`config.mk`:
```
export PLATFORM = sky130hd
export DESIGN_NAME = controller_fsm
export DESIGN_NICKNAME = d
export VERILOG_FILES = /design/src/rtl/controller_fsm.sv
export SDC_FILE = /design/constraint.sdc
export NUM_CORES = 1
export LEC_CHECK = 0
export CORE_AREA = 2 2 39 41
export CTS_CLUSTER_DIAMETER = 100
export DETAILED_ROUTE_END_ITERATION = 10
export DIE_AREA = 0 0 41 43
export PLACE_DENSITY = 0.51
export SYNTH_ARGS = -nofsm -noshare
export SYNTH_HDL_FRONTEND = slang
export SYNTH_SLANG_ARGS = --single-unit
```
`constraint.sdc`:
```
create_clock -name Clk -period 1.2 [get_ports Clk]
set_clock_uncertainty 0.1 [all_clocks]
set_input_delay 0.12 -clock Clk [delete_from_list [all_inputs] [get_ports Clk]]
set_output_delay 0.12 -clock Clk [all_outputs]
set_load 0.01 [all_outputs]
```
`src/rtl/controller_fsm.sv`:
```
// controller_fsm: two-phase FETCH/EXECUTE control unit for the single-accumulator CPU datapath
module controller_fsm (
    input  logic       Clk,
    input  logic       reset,
    input  logic [3:0] Opcode,
    input  logic       Z,
    input  logic       C,
    output logic       LoadIR,
    output logic       IncPC,
    output logic       SelPC,
    output logic       LoadPC,
    output logic       LoadReg,
    output logic       LoadAcc,
    output logic [1:0] SelAcc,
    output logic [3:0] SelALU
);
    localparam logic [3:0] OP_NOP        = 4'b0000;
    localparam logic [3:0] OP_ADD        = 4'b0001;
    localparam logic [3:0] OP_SUB        = 4'b0010;
    localparam logic [3:0] OP_NOR        = 4'b0011;
    localparam logic [3:0] OP_REG_TO_ACC = 4'b0100;
    localparam logic [3:0] OP_ACC_TO_REG = 4'b0101;
    localparam logic [3:0] OP_JMPZ_REG   = 4'b0110;
    localparam logic [3:0] OP_JMPZ_IMM   = 4'b0111;
    localparam logic [3:0] OP_JMPC_REG   = 4'b1000;
    localparam logic [3:0] OP_JMPC_IMM   = 4'b1010;
    localparam logic [3:0] OP_SHFL       = 4'b1011;
    localparam logic [3:0] OP_SHFR       = 4'b1100;
    localparam logic [3:0] OP_IMM_TO_ACC = 4'b1101;
    localparam logic [3:0] OP_HALT       = 4'b1111;

    localparam logic [1:0] ACC_FROM_REG = 2'b01;
    localparam logic [1:0] ACC_FROM_IMM = 2'b10;

    typedef enum logic [1:0] {
        S_RESET  = 2'b00,
        S_FETCH  = 2'b01,
        S_EXEC   = 2'b10,
        S_UNUSED = 2'b11
    } state_t;

    state_t r_state;
    logic   w_taken;
    logic   w_imm_jump;

    // Z-conditioned jumps test Z, C-conditioned jumps test C; IMM forms load PC from the immediate
    assign w_taken    = (Opcode == OP_JMPZ_REG || Opcode == OP_JMPZ_IMM) ? Z : C;
    assign w_imm_jump = (Opcode == OP_JMPZ_IMM || Opcode == OP_JMPC_IMM);

    // Alternate fetch and execute; the unused encoding recovers into fetch
    always_ff @(posedge Clk or posedge reset) begin
        if (reset)
            r_state <= S_RESET;
        else
            r_state <= (r_state == S_FETCH) ? S_EXEC : S_FETCH;
    end

    // Strobes decode from the state, plus opcode and flags during execute only
    always_comb begin
        LoadIR  = 1'b0;
        IncPC   = 1'b0;
        SelPC   = 1'b0;
        LoadPC  = 1'b0;
        LoadReg = 1'b0;
        LoadAcc = 1'b0;
        SelAcc  = 2'b00;
        SelALU  = 4'b0000;
        if (r_state == S_FETCH)
            LoadIR = 1'b1;
        else if (r_state == S_EXEC) begin
            case (Opcode)
                OP_ADD, OP_SUB, OP_NOR, OP_SHFL, OP_SHFR: begin
                    LoadAcc = 1'b1;
                    SelALU  = Opcode;
                    IncPC   = 1'b1;
                end
                OP_REG_TO_ACC: begin
                    LoadAcc = 1'b1;
                    SelAcc  = ACC_FROM_REG;
                    IncPC   = 1'b1;
                end
                OP_IMM_TO_ACC: begin
                    LoadAcc = 1'b1;
                    SelAcc  = ACC_FROM_IMM;
                    IncPC   = 1'b1;
                end
                OP_ACC_TO_REG: begin
                    LoadReg = 1'b1;
                    IncPC   = 1'b1;
                end
                OP_JMPZ_REG, OP_JMPZ_IMM, OP_JMPC_REG, OP_JMPC_IMM: begin
                    SelPC  = w_imm_jump;
                    LoadPC = w_taken;
                    IncPC  = ~w_taken;
                end
                OP_HALT: ;
                OP_NOP:  IncPC = 1'b1;
                default: IncPC = 1'b1;
            endcase
        end
    end
endmodule

```
==> impl_results.md <==
* Syn Std Cell Area at 255 um^2
* FMAX at ~730 MHz
* Nets@finish at 80
* TritonCTS buffer count at 3
* Biggest regs: r_state: 2 flops
* Clock share of power at 0.483
* Cell count after synthesis at 39
* Leak at 0.276 nW
* Seq/Total Area, Yosys at 0.196
* Detailed Place HPWL at 602 um
* Max-slew violations at 0
* Final setup fails at 12
* Largest area contributor in the netlist: dfrtp_1
* Core ar. at 1380 um^2
* Yosys reg bits at 2
* Hold_ws at 0.435 ns
* H-tree levels at 1
* Root Driver: clkbuf_4
* Switching share of power at 0.262
* CTS clk-pin slew, worst paths at 0.03 ns
* N_diodes at 0
* Avg Cell Area, Syn at between 6 and 7 um^2
* RSZ-0062 raised after global routing: true
* Share of layout cells above drive strength 1 at 0.586
* Synth Area in Compound Gates at 0.152
* CTS tree: yes
* Max_cap viols at 0
* Post-synthesis xor/xnor area fraction at 0
* Clock Sinks at 2
* Pwr dens at 507 nW/um^2
* Clock latency on the worst-skew pair at 0.22 ns
* Pint at 0.000221 W
* Number of routed nets with antenna violations at 0
* DIE HEIGHT at 43 um
* Worst hold path class: flip-flop to flip-flop
* # rows at 14
* GRT Total Usage at 0.129
* Largest register by flop count: r_state
* Commonest cells after routing, fill and taps aside: buf_2 (9), buf_4 (9), nor3_2 (5)
* Max-slew headroom at 0.851
* Slowest CP cell: dfrtp_1
* Fillers at 153
* CP most frequent cell: buf_6
* Die area at around 1800 um^2
* Final Hold Fails at 0
* Final wirelength at 948 um
* Critical path required time at slightly below 1 ns
* DR vias/cell at 4.67
* Port Buf Inserts at 19
* Reg2reg setup slack at about 0.41 ns
* First-pass GRT wire length at about 1500 um
* # DRC at 0
* Setup crit end kind: primary output
* Mapped Nets at 47
* Data arrival, critical path at 1.14 ns
* Max FFs per register at 2
* Startpoint types: flip-flop
* Net Sw Power at ~0.000079 W
* Initial Util at 0.184
* Critical path class: flip-flop to primary output
* Synth area leaders: dfrtp_1 (20%), nor3_1 (9.8%), and4b_1 (7.8%), buf_2 (5.9%), nand2_1 (5.9%)
* Highest fanout seen on the critical path at 3
* Num ports at 20
* Detailed router's first-iteration violation count at 7
* Share of the synthesized area in the top cell type at 0.196
* Tmin final at 1.36 ns
* Failing checks: setup timing
* Period utilisation layout at 1.14
* Sequential Power Share at 0.227
* Pin count of the biggest net entering global routing at 8
* Setup ws final at -0.163 ns
* Final RePlAce weighted congestion at 0.759
* GR Overflow Total at 0
* Fin util at 0.428
* Initial antenna violation count at 0
* Area Overhead vs Synth at 132%
* Status: finished, violations left
* Max stage delay on crit path at 0.40 ns
* Worst IR Drop VDD at 406 uV
* Yosys warning count at 0
* Worst-path cell chain: nor2b_4, buf_6, and3_4, buf_6
* Synth cell types at 18
* Die Width at 41 um
* Synth Area in Simple Gates at 0.549
* Clk buf depth at 2
* Comb pwr share at 0.290
* Worst-margin pin slew at 0.223 ns
* Vias at 402
* Routed len/inst at 11.0 um
* Vias in the first global route at 386
* Number of iterations in the first detailed-routing pass at 2
* Largest family of logic cells by synthesized area: simple AND/OR/NAND/NOR gates
* Post-Synth Adder-Cell Area at 0
* Multiplexer area fraction after synthesis at 0
==> worst max-delay path, delay by kind of cell, from the launching register on <==
family                 cells  cell delay [ns]
and+or+nand+nor            2             0.32
buffers and inverters      2             0.19
DFF                        1             0.40
==> kinds of logic after synthesis <==
| group | after synthesis |
|---|---|
| buf+inv | 6 |
| flops | 2 |
| compound gates | 6 |
| simple gates | 25 |
==> final cells by class <==
class                           instances  area (um^2)  area share
Multi-Input combinational cell         31          246       0.416
Timing Repair Buffer                   31          241       0.408
Sequential cell                         2         50.0      0.0846
Clock buffer                            3         22.5      0.0381
Tap cell                               16         20.0      0.0338
Inverter                                3         11.3      0.0190
==> repair_timing <==
item / CTS / global route
buffers inserted: 2 / 1
hold buffers: 1 / 0
endpoints found under the hold margin: 2 / 0
pin swaps: 5 / 0
resized for setup: 70 / 6
endpoints found under the setup margin: 12 / 12
==> worst paths after layout <==
path                               to  startpoint  depth (start not counted)
min in group asynchronous  r_state[1]       reset                          3
max                             IncPC  r_state[0]                          4
min                        r_state[0]  r_state[0]                          1
min reg2reg                r_state[0]  r_state[0]                          1
max in group asynchronous  r_state[0]       reset                          3
max reg2reg                r_state[1]  r_state[1]                          2
==> Yosys cell counts <==
library cell	count
dfrtp_1	2
nand2_1	4
nor4_1	2
and3_1	1
nor3_1	5
nand2b_1	2
o21ai_0	2
nor2b_1	2
buf_2	3
nand3_1	2
and4b_1	2
a21oi_1	2
inv_1	3
a31oi_1	1
nor2_1	3
nand4_1	1
and3b_1	1
a211oi_2	1
==> per-stage QoR <==
stage	setup TNS [ns]	cell area (um^2)	instances	worst slack [ns]	power, W
after floorplan	-0.0638	255	39	-0.0319	0.000102
after global placement	-7.54	510	79	-0.780	0.000148
after detailed placement	-7.57	510	79	-0.783	0.000148
after CTS	-1.92	583	85	-0.190	0.000306
after global routing	-2.36	592	86	-0.222	0.000321
final	-1.60	592	86	-0.163	0.000300
==> per-layer routing <==
| layer | vias up | track usage | wire length, um |
|---|---|---|---|
| li1 | 203 | - | - |
| met1 | 186 | 0.138 | 385 |
| met2 | 13 | 0.200 | 494 |
| met3 | 0 | 0.0366 | 67 |
| met4 | 0 | 0.0933 | 0 |
| met5 | - | 0 | 0 |
==> power groups by stage <==
stage	Clock, W	Combinational [W]	Sequential, W
after CTS	0.000154	0.0000842	0.0000680
after detailed placement	0	0.0000791	0.0000687
after global routing	0.000157	0.0000960	0.0000679
after floorplan	0	0.0000331	0.0000687
final	0.000145	0.0000871	0.0000680
after global placement	0	0.0000790	0.0000687
No activity file was read; power rests on OpenSTA's default activity.
